--- src/rtl/mrx_pkg.sv ---
// Shared types and default widths for the symbol correlator.
package mrx_pkg;

    typedef enum logic {
        ST_ACC  = 1'b0,
        ST_HOLD = 1'b1
    } state_t;

    localparam int SIN_COS_WIDTH_DEF = 16;
    localparam int NSIG_DEF          = 8192;
    localparam int NSYMB_DEF         = 8;
    localparam int ACC_WIDTH_DEF     = 48;
    localparam int OUT_WIDTH_DEF     = 32;
    localparam int OUT_SHIFT_DEF     = 16;
    localparam int TX_SYNC_BITS_DEF  = 5;
    localparam int PHASE_WIDTH       = 24;
    localparam int NSYMB_WIDTH       = 16;

endpackage

--- src/rtl/corr_sat_trunc.sv ---
// Scales an accumulator by an arithmetic right shift and narrows it to the output width.
// MRX_CORR_SAT_EN selects saturation; otherwise the result wraps (low bits kept).
module corr_sat_trunc #(
    parameter int IN_W  = 48,
    parameter int OUT_W = 32,
    parameter int SHIFT = 16
) (
    input  logic signed [IN_W-1:0]  din,
    output logic signed [OUT_W-1:0] dout
);

`ifdef MRX_CORR_SAT_EN
    logic signed [IN_W-1:0]   shifted;
    logic        [IN_W-OUT_W:0] top_bits;

    // In range only when every bit above the output sign bit matches it.
    always_comb begin
        shifted  = din >>> SHIFT;
        top_bits = shifted[IN_W-1:OUT_W-1];
        if (top_bits == '0 || top_bits == '1) begin
            dout = shifted[OUT_W-1:0];
        end else if (shifted[IN_W-1]) begin
            dout = {1'b1, {(OUT_W-1){1'b0}}};
        end else begin
            dout = {1'b0, {(OUT_W-1){1'b1}}};
        end
    end
`else
    assign dout = OUT_W'(din >>> SHIFT);
`endif

endmodule

--- src/rtl/mrx_symb_corr.sv ---
// Symbol correlator: accumulates rx*conj(lo) over NSIG samples and emits one I/Q result per symbol.
// Define MRX_CORR_SAT_EN to saturate the scaled result instead of wrapping it.
module mrx_symb_corr
    import mrx_pkg::*;
#(
    parameter int SIN_COS_WIDTH = SIN_COS_WIDTH_DEF,
    parameter int NSIG          = NSIG_DEF,
    parameter int NSYMB         = NSYMB_DEF,
    parameter int ACC_WIDTH     = ACC_WIDTH_DEF,
    parameter int OUT_WIDTH     = OUT_WIDTH_DEF,
    parameter int OUT_SHIFT     = OUT_SHIFT_DEF,
    parameter int TX_SYNC_BITS  = TX_SYNC_BITS_DEF
) (
    input  logic                            clk,
    input  logic                            aresetn,
    input  logic                            srst,
    input  logic                            in_tvalid,
    output logic                            in_tready,
    input  logic signed [SIN_COS_WIDTH-1:0] irx,
    input  logic signed [SIN_COS_WIDTH-1:0] qrx,
    input  logic signed [SIN_COS_WIDTH-1:0] ilo,
    input  logic signed [SIN_COS_WIDTH-1:0] qlo,
    output logic                            out_tvalid,
    input  logic                            out_tready,
    output logic                            out_tlast,
    output logic signed [OUT_WIDTH-1:0]     icorr,
    output logic signed [OUT_WIDTH-1:0]     qcorr,
    output logic [15:0]                     symb_idx,
    output logic                            sync_ready,
    output logic                            dbg_state
);

    localparam int PROD_W = 2 * SIN_COS_WIDTH + 1;

    // Handshakes: a beat moves on a rising clk edge where valid and ready are both high;
    // valid never waits for ready, and in_tready depends only on state and out_tready.

    state_t state_q, state_d;
    logic   stall;
    logic   rdy_q;
    logic   accept;
    logic   xfer;

    logic [PHASE_WIDTH-1:0]  samp_cnt;
    logic [NSYMB_WIDTH-1:0]  symb_cnt;
    logic [TX_SYNC_BITS-1:0] frame_cnt;

    logic                     p_valid;
    logic                     p_last;
    logic signed [PROD_W-1:0] pi_d, pq_d, pi_q, pq_q;

    logic signed [ACC_WIDTH-1:0] acc_i, acc_q, sum_i, sum_q;
    logic signed [OUT_WIDTH-1:0] res_i, res_q;

    // HOLD freezes everything while a result waits; the cycle out_tready rises behaves as ACC.
    // The ACC-side clash term only matters for NSIG=1, where a new result could land on an unread one.
    always_comb begin
        state_d = state_q;
        stall   = 1'b0;
        case (state_q)
            ST_ACC: begin
                stall = out_tvalid && !out_tready && p_valid && p_last;
                if (out_tvalid && !out_tready) state_d = ST_HOLD;
            end
            ST_HOLD: begin
                stall = !out_tready;
                if (out_tready) state_d = ST_ACC;
            end
            default: state_d = ST_ACC;
        endcase
    end

    assign in_tready  = rdy_q && !stall;
    assign accept     = in_tvalid && in_tready;
    assign xfer       = out_tvalid && out_tready;
    assign sync_ready = &frame_cnt;
    assign dbg_state  = (state_q == ST_HOLD);

    assign pi_d = PROD_W'(irx) * PROD_W'(ilo) + PROD_W'(qrx) * PROD_W'(qlo);
    assign pq_d = PROD_W'(qrx) * PROD_W'(ilo) - PROD_W'(irx) * PROD_W'(qlo);

    assign sum_i = acc_i + ACC_WIDTH'(pi_q);
    assign sum_q = acc_q + ACC_WIDTH'(pq_q);

    corr_sat_trunc #(.IN_W(ACC_WIDTH), .OUT_W(OUT_WIDTH), .SHIFT(OUT_SHIFT)) u_scale_i (
        .din  (sum_i),
        .dout (res_i)
    );

    corr_sat_trunc #(.IN_W(ACC_WIDTH), .OUT_W(OUT_WIDTH), .SHIFT(OUT_SHIFT)) u_scale_q (
        .din  (sum_q),
        .dout (res_q)
    );

    always_ff @(posedge clk or negedge aresetn) begin
        if (!aresetn) begin
            state_q    <= ST_ACC;
            rdy_q      <= 1'b0;
            samp_cnt   <= '0;
            symb_cnt   <= '0;
            frame_cnt  <= '1;
            p_valid    <= 1'b0;
            p_last     <= 1'b0;
            pi_q       <= '0;
            pq_q       <= '0;
            acc_i      <= '0;
            acc_q      <= '0;
            out_tvalid <= 1'b0;
            out_tlast  <= 1'b0;
            icorr      <= '0;
            qcorr      <= '0;
            symb_idx   <= '0;
        end else if (srst) begin
            state_q    <= ST_ACC;
            rdy_q      <= 1'b0;
            samp_cnt   <= '0;
            symb_cnt   <= '0;
            frame_cnt  <= '1;
            p_valid    <= 1'b0;
            p_last     <= 1'b0;
            pi_q       <= '0;
            pq_q       <= '0;
            acc_i      <= '0;
            acc_q      <= '0;
            out_tvalid <= 1'b0;
            out_tlast  <= 1'b0;
            icorr      <= '0;
            qcorr      <= '0;
            symb_idx   <= '0;
        end else begin
            state_q <= state_d;
            rdy_q   <= 1'b1;

            if (xfer) begin
                out_tvalid <= 1'b0;
                if (out_tlast) frame_cnt <= frame_cnt + TX_SYNC_BITS'(1);
            end

            if (!stall) begin
                p_valid <= accept;
                if (accept) begin
                    pi_q   <= pi_d;
                    pq_q   <= pq_d;
                    p_last <= (samp_cnt == PHASE_WIDTH'(NSIG - 1));
                    if (samp_cnt == PHASE_WIDTH'(NSIG - 1)) samp_cnt <= '0;
                    else                                    samp_cnt <= samp_cnt + PHASE_WIDTH'(1);
                end

                // The last product of a symbol goes straight into the result; the next symbol starts from zero.
                if (p_valid) begin
                    if (p_last) begin
                        acc_i      <= '0;
                        acc_q      <= '0;
                        icorr      <= res_i;
                        qcorr      <= res_q;
                        out_tvalid <= 1'b1;
                        out_tlast  <= (symb_cnt == NSYMB_WIDTH'(NSYMB - 1));
                        symb_idx   <= symb_cnt;
                        if (symb_cnt == NSYMB_WIDTH'(NSYMB - 1)) symb_cnt <= '0;
                        else                                     symb_cnt <= symb_cnt + NSYMB_WIDTH'(1);
                    end else begin
                        acc_i <= sum_i;
                        acc_q <= sum_q;
                    end
                end
            end
        end
    end

endmodule

--- config.mk ---
export PLATFORM = sky130hd
export DESIGN_NAME = mrx_symb_corr
export DESIGN_NICKNAME = d
export VERILOG_FILES = /design/src/rtl/mrx_pkg.sv /design/src/rtl/corr_sat_trunc.sv /design/src/rtl/mrx_symb_corr.sv
export SDC_FILE = /design/constraint.sdc
export NUM_CORES = 2
export LEC_CHECK = 0
export ABC_AREA = 0
export BUFFER_PORTS_ARGS = -buffer_cell sky130_fd_sc_hd__buf_2
export CAP_MARGIN = 10
export CELL_PAD_IN_SITES_DETAIL_PLACEMENT = 0
export CELL_PAD_IN_SITES_GLOBAL_PLACEMENT = 1
export CORE_MARGIN = 10
export CORE_UTILIZATION = 56
export CTS_CLUSTER_SIZE = 8
export DETAILED_ROUTE_END_ITERATION = 8
export PLACE_DENSITY = 0.95
export SLEW_MARGIN = 20
export SYNTH_ARGS = -nofsm -noshare
export SYNTH_HDL_FRONTEND = slang
export SYNTH_SLANG_ARGS = --single-unit
export TNS_END_PERCENT = 5
--- constraint.sdc ---
create_clock -name clk -period 5.9 [get_ports clk]
set_input_delay 0.885 -clock clk [delete_from_list [all_inputs] [get_ports clk]]
set_output_delay 0.885 -clock clk [all_outputs]
set_load 0.03 [all_outputs]
Word-level counts from Yosys, hierarchy flattened
Index checks and enable logic that the tools add are counted.
{"block": "totals", "ff_bits": 293, "in_bits": 69, "output_inout_bits": 85, "word_cells": 107}
{"block": "classes", "n_addsub": 7, "mul": 4, "eq_ne": 3, "n_mux": 58, "bitwise_logic": 1, "n_reduce_logical": 18}
{"cell": "two-way mux 48 bit", "count": 8}
{"cell": "two-way mux 32 bit", "count": 8}
{"cell": "two-way mux 33 bit", "count": 6}
{"cell": "two-way mux 16 bit", "count": 9}
{"cell": "multiplier 16 x 16 -> 32 bit", "count": 4}
{"cell": "adder 48 x 33 -> 48 bit", "count": 2}
{"cell": "two-way mux 24 bit", "count": 4}
{"cell": "adder 32 x 32 -> 33 bit", "count": 1}
{"cell": "subtractor 32 x 32 -> 33 bit", "count": 1}
{"cell": "adder 24 x 1 -> 24 bit (second input constant)", "count": 1}
{"cell": "equality test 24 x 13 -> 1 bit (second input constant)", "count": 1}
{"cell": "two-way mux 1 bit", "count": 18}
{"cell": "adder 16 x 1 -> 16 bit (second input constant)", "count": 1}
{"cell": "equality test 16 x 3 -> 1 bit (second input constant)", "count": 1}
{"cell": "two-way mux 5 bit", "count": 3}
{"cell": "nonzero test 2 bit", "count": 5}
{"cell": "logical AND 1 bit", "count": 6}
{"cell": "AND reduction 2 bit", "count": 3}
{"cell": "adder 5 x 1 -> 5 bit (second input constant)", "count": 1}
{"cell": "AND reduction 5 bit", "count": 1}
{"cell": "one-hot mux 1 bit (2 select lines)", "count": 2}
{"cell": "AND reduction 3 bit", "count": 1}
{"cell": "logical NOT 1 bit", "count": 2}
{"cell": "!= test 2 bit (second input constant)", "count": 1}
{"cell": "NOT 1 bit", "count": 1}

Longest topological paths before layout
{"block": "depth", "depth_word": 11, "depth_mapped": 30, "mapped_depth_nobuf": 29}

By module
From an unflattened synthesis, not the netlist that was laid out.
{"block": "unflattened", "hier_cells": 6153, "area_unflattened_um2": 56978.4}
{"mod": "mrx_symb_corr", "n_inst": 1, "cells_per_inst": 6089, "area_each_um2": 56497.9, "seq_area_each_um2": 7338.3}
{"mod": "corr_sat_trunc", "n_inst": 2, "cells_per_inst": 32, "area_each_um2": 240.2, "seq_area_each_um2": 0.0}

Least setup slack after synthesis
OpenSTA, ideal clock, no wires.
{"block": "synth_path", "path_type": "input port to flip-flop", "startpoint": "input port irx[15]", "endpoint": "register pq_q[31]", "setup_time_ns": 0.121, "t_arrival_ns": 8.111, "required_ns": 5.779, "path_slack_ns": -2.332, "path_stages": 27, "n_path_buf": 2, "cell_sequence": "clkbuf_1 > clkbuf_1 > nand2_1 > inv_1 > fa_1 > fa_1 > fa_1 > inv_1 > fa_1 > fa_1 > fa_1 > fa_1 > inv_1 > fa_1 > inv_1 > ha_1 > a21o_1 > a21o_1 > a21oi_1 > o211ai_1 > a31oi_1 > o31ai_1 > a211oi_1 > o21bai_1 > a21oi_1 > xnor2_1 > a22o_1"}
{"block": "synth_via", "elab_chain_len": 5}
{"item": "from (decl)", "line": "mrx_symb_corr.sv:19", "rtl": "input logic signed [SIN_COS_WIDTH-1:0] irx,"}
{"item": "multiplier 16 x 16 -> 32 bit", "line": "mrx_symb_corr.sv:80", "rtl": "assign pq_d = PROD_W'(qrx) * PROD_W'(ilo) - PROD_W'(irx) * PROD_W'(qlo);"}
{"item": "subtractor 32 x 32 -> 33 bit", "line": "mrx_symb_corr.sv:80"}
{"item": "two-way mux 33 bit", "line": "mrx_symb_corr.sv:141", "rtl": "if (accept) begin"}
{"item": "two-way mux 33 bit", "line": "mrx_symb_corr.sv:139", "rtl": "if (!stall) begin"}
{"item": "two-way mux 33 bit", "line": "mrx_symb_corr.sv:113", "rtl": "end else if (srst) begin"}
{"item": "to (signal assigned)", "line": "mrx_symb_corr.sv:143", "rtl": "pq_q <= pq_d;"}
{"item": "to (decl)", "line": "mrx_symb_corr.sv:50", "rtl": "logic signed [PROD_W-1:0] pi_d, pq_d, pi_q, pq_q;"}
No other way between the ends. The select of a mux whose other input is x is not followed.
A chain may end at the register's enable or synchronous reset.

Final worst setup path
{"block": "layout_path", "startpoint": "input port qlo[9]", "endpoint": "register pi_q[32]"}
{"block": "layout_via", "elab_chain_len": 5}
{"item": "from (decl)", "line": "mrx_symb_corr.sv:22", "rtl": "input logic signed [SIN_COS_WIDTH-1:0] qlo,"}
{"item": "multiplier 16 x 16 -> 32 bit", "line": "mrx_symb_corr.sv:79", "rtl": "assign pi_d = PROD_W'(irx) * PROD_W'(ilo) + PROD_W'(qrx) * PROD_W'(qlo);"}
{"item": "adder 32 x 32 -> 33 bit", "line": "mrx_symb_corr.sv:79"}
{"item": "two-way mux 33 bit", "line": "mrx_symb_corr.sv:141"}
{"item": "two-way mux 33 bit", "line": "mrx_symb_corr.sv:139"}
{"item": "two-way mux 33 bit", "line": "mrx_symb_corr.sv:113"}
{"item": "to (signal assigned)", "line": "mrx_symb_corr.sv:142", "rtl": "pi_q <= pi_d;"}
{"item": "to (decl)", "line": "mrx_symb_corr.sv:50"}
No other way between the ends. The select of a mux whose other input is x is not followed.

==> key figures <==
Setup path
  – R2R Setup Slk: approximately 1.8 ns
  – Worst setup SP type: primary input
  – Reg2reg start: pq_q[0]$_DFFE_PN0P_
  – Worst reg2reg endpoint: acc_q[46]$_DFFE_PN0P_
  – CP arrival: 7.90 ns
  – Critical path peak fanout: 7
  – Critical Path RT: 6.35 ns
  – Worst setup EP type: flop
  – Reg2reg path depth: 13
  – Setup Crit Path Kind: primary input to flop

Floorplan
  – I/O pins: 154
  – Chip Height: between 300 and 400 um
  – Starting Density: 0.563
  – Core area: ~0.1 sq mm
  – Horiz. Die Dim: 337 um
  – Cell row count: between 100 and 150
  – Die ar.: between 0.1 and 0.15 sq mm

Logic synthesis
  – Post-synth top area cell: fa_1
  – Post-synth EDFFs: 0
  – Synth cell count leaders: inv_1 (1,315), fa_1 (1,175), nand2_1 (735)
  – Primary FF master, synth: dfrtp_1
  – Yosys reg bits: between 200 and 300
  – Yosys top cell area share: 0.418
  – Most frequent cell after synthesis: inv_1
  – Mapped Area: 0.0563 sq mm
  – Yosys synthesis warning count: 0
  – Syn Inst Count: between 5,000 and 6,000
  – Post-synth ARST share: 1.00
  – Average cell area after synthesis: ~9.4 sq um
  – Seq/Total Area, Yosys: 0.130
  – Largest cells by area after synthesis: fa_1 (42%), dfrtp_1 (13%), ha_1 (9.1%)
  – Distinct cells, synth: 68
  – Syn Nets: roughly 7,600

Worst hold path
  – Hold crit path type: primary input to async pin

Global routing
  – Largest net degree at the start of global routing: around 160
  – Number of global-route vias before repair: around 46,000
  – Global Route Usage Sum: 0.271
  – Total gr overflow: 0
  – First-pass GRT wire length: 245 mm
  – Antenna violations before repair: 11

Cells and area
  – Share of cells above drive strength 1: 0.150
  – Nets: approximately 8,100
  – Design area: 0.0648 sq mm
  – Layout Utilization: 0.649
  – Area Overhead vs Synth: 15.3%

Routing
  – Antenna-violating nets left: 0
  – Drt via density: 5.52
  – Length of routed met3 wiring: about 13 mm
  – Top sig layer: met5
  – WL met2: about 71 mm
  – Starting DRC count in detailed routing: 3,210
  – Routed met1 length: ~59 mm
  – Initial DRT Pass Iterations: 6
  – DRC Markers: 0
  – DR vias: between 40,000 and 50,000
  – Post-Route WL: ~150 mm
  – Average wire per standard cell: roughly 19 um

STA
  – Setup Viol. Count Final: 50
  – Worst Skew: 0.0160 ns
  – Hold Vio Cnt, Final: 0
  – Tmin final: roughly 7.5 ns
  – RSZ-0062 raised after global routing: true
  – Final worst setup slack: -1.56 ns
  – Final hold slack: roughly 0.28 ns
  – Setup TNS: -50.57 ns
  – Max-slew violations: 0
  – Slew @ Worst Pin: between 1 and 1.5 ns
  – Fin crit share: 1.26
  – Fmax: between 0.1 and 0.15 GHz
  – Max_slew headroom: 0.313

Run
  – Max cap viols: 0

Placed design
  – Port bufs: roughly 150
  – Placement Cell Area: about 0.062 sq mm
  – RD Place Congestion: ~0.98
  – Post-DP HPWL: about 120 mm

Clocking
  – CTS buffer count: 43
  – Clock root buffer: clkbuf_16
  – CTS tree: built
  – H-tree depth: 2
  – Clock tree sinks: a little under 300
  – Max Root-Sink Buffers: 3
  – CTS clk-pin slew, worst paths: approximately 0.06 ns
  – Clock latency on the worst-skew pair: 0.58 ns

Outcome
  – Failing checks: setup timing
  – Status: finished, violations left
## cells in the final DEF, fill, tap and decap left out, drive strengths merged, types with 22 or more instances in the layout
cell type,n
a211oi,22
ha,408
xnor2,133
nand4,26
buf,691
o21bai,32
and2,491
a21o,82
fa,1175
and3,29
a21oi,203
xor2,67
a22o,143
nand2,735
inv,1316
nand2b,34
dfrtp,288
o21ai,138
nor3,28
nand3,48
nor2,145
clkbuf,57
## how the worst max path moves through the flow
stage / from / to / slack [ns] / depth (start not counted)
finish: qlo[9] / pi_q[32]$_DFFE_PN0P_ / -1.56 / 27
global route: qrx[5] / pi_q[32]$_DFFE_PN0P_ / -1.77 / 26
CTS: qlo[1] / pq_q[31]$_DFFE_PN0P_ / -1.51 / 28
detailed placement: ilo[3] / pi_q[32]$_DFFE_PN0P_ / -2.53 / 28
global placement: ilo[3] / pi_q[31]$_DFFE_PN0P_ / -2.40 / 29
floorplan: irx[15] / pq_q[25]$_DFFE_PN0P_ / -1.74 / 27
## cell type report
class                      count  area [sq um]
clock buffer                  53          1120
antenna                        4          10.0
clock inverter                 5          61.3
inverter                    1317          4960
timing repair buffer         695          5810
multi-input combinational   4097         43900
tap                         1298          1620
sequential                   293          7340
fill                        7813         35000
## state kept, by name, summed over array words and instances, names as in the netlist
register	flops
acc_i	48
acc_q	48
pi_q	33
pq_q	33
icorr	32
qcorr	32
samp_cnt	24
symb_cnt	16
symb_idx	16
frame_cnt	5
dbg_state	1
out_tlast	1
out_tvalid	1
p_last	1
p_valid	1
rdy_q	1
## worst max-delay path, stage by stage
cell,delay (ns)
buf_2,0.24
buf_4,0.18
buf_12,0.11
nand2_1,0.07
fa_1,0.50
inv_1,0.06
fa_1,0.54
fa_1,0.45
fa_1,0.60
fa_2,0.49
fa_1,0.51
fa_1,0.49
inv_1,0.05
fa_1,0.47
inv_1,0.04
ha_1,0.28
a21o_1,0.19
a21o_1,0.18
a21oi_2,0.16
o21ai_0,0.09
and2_1,0.19
a31oi_4,0.18
a211oi_2,0.11
a31o_2,0.28
a31oi_2,0.20
xnor2_1,0.13
a22o_1,0.22
## logic make-up (layout without fill, tap and decap cells)
group,Yosys count,count (layout),synth area share
flops,293,293,0.130
xor+xnor,200,200,0.0311
other cells,0,4,0
fa+ha+maj,1583,1583,0.509
simple gates,1586,1586,0.136
compound gates,720,720,0.0857
mux,8,8,0.00145
buf+inv,1595,2070,0.106
## per-stage QoR
stage	cells	setup WS, ns
6_report	7762	-1.56
5_1_grt	7761	-1.77
4_1_cts	7741	-1.51
3_5_place_dp	7662	-2.53
3_3_place_gp	7662	-2.40
2_1_floorplan	5985	-1.74
## layer usage
layer  track usage  vias to the layer above
met2         0.441                     1659
met1         0.358                    21700
met5             0                        -
met3        0.0503                      384
li1              -                    19100
met4         0.107                       10
## what timing repair did
item,CTS,global route
gates resized for setup,179,169
cloned,0,1
pin swaps,88,136
setup endpoints to repair,50,52
hold buffers,0,0
setup buffers,21,19
Power is left out: the tool's default activity adds up to more than one toggle a clock period on the data nets, which glitch-free logic cannot reach.
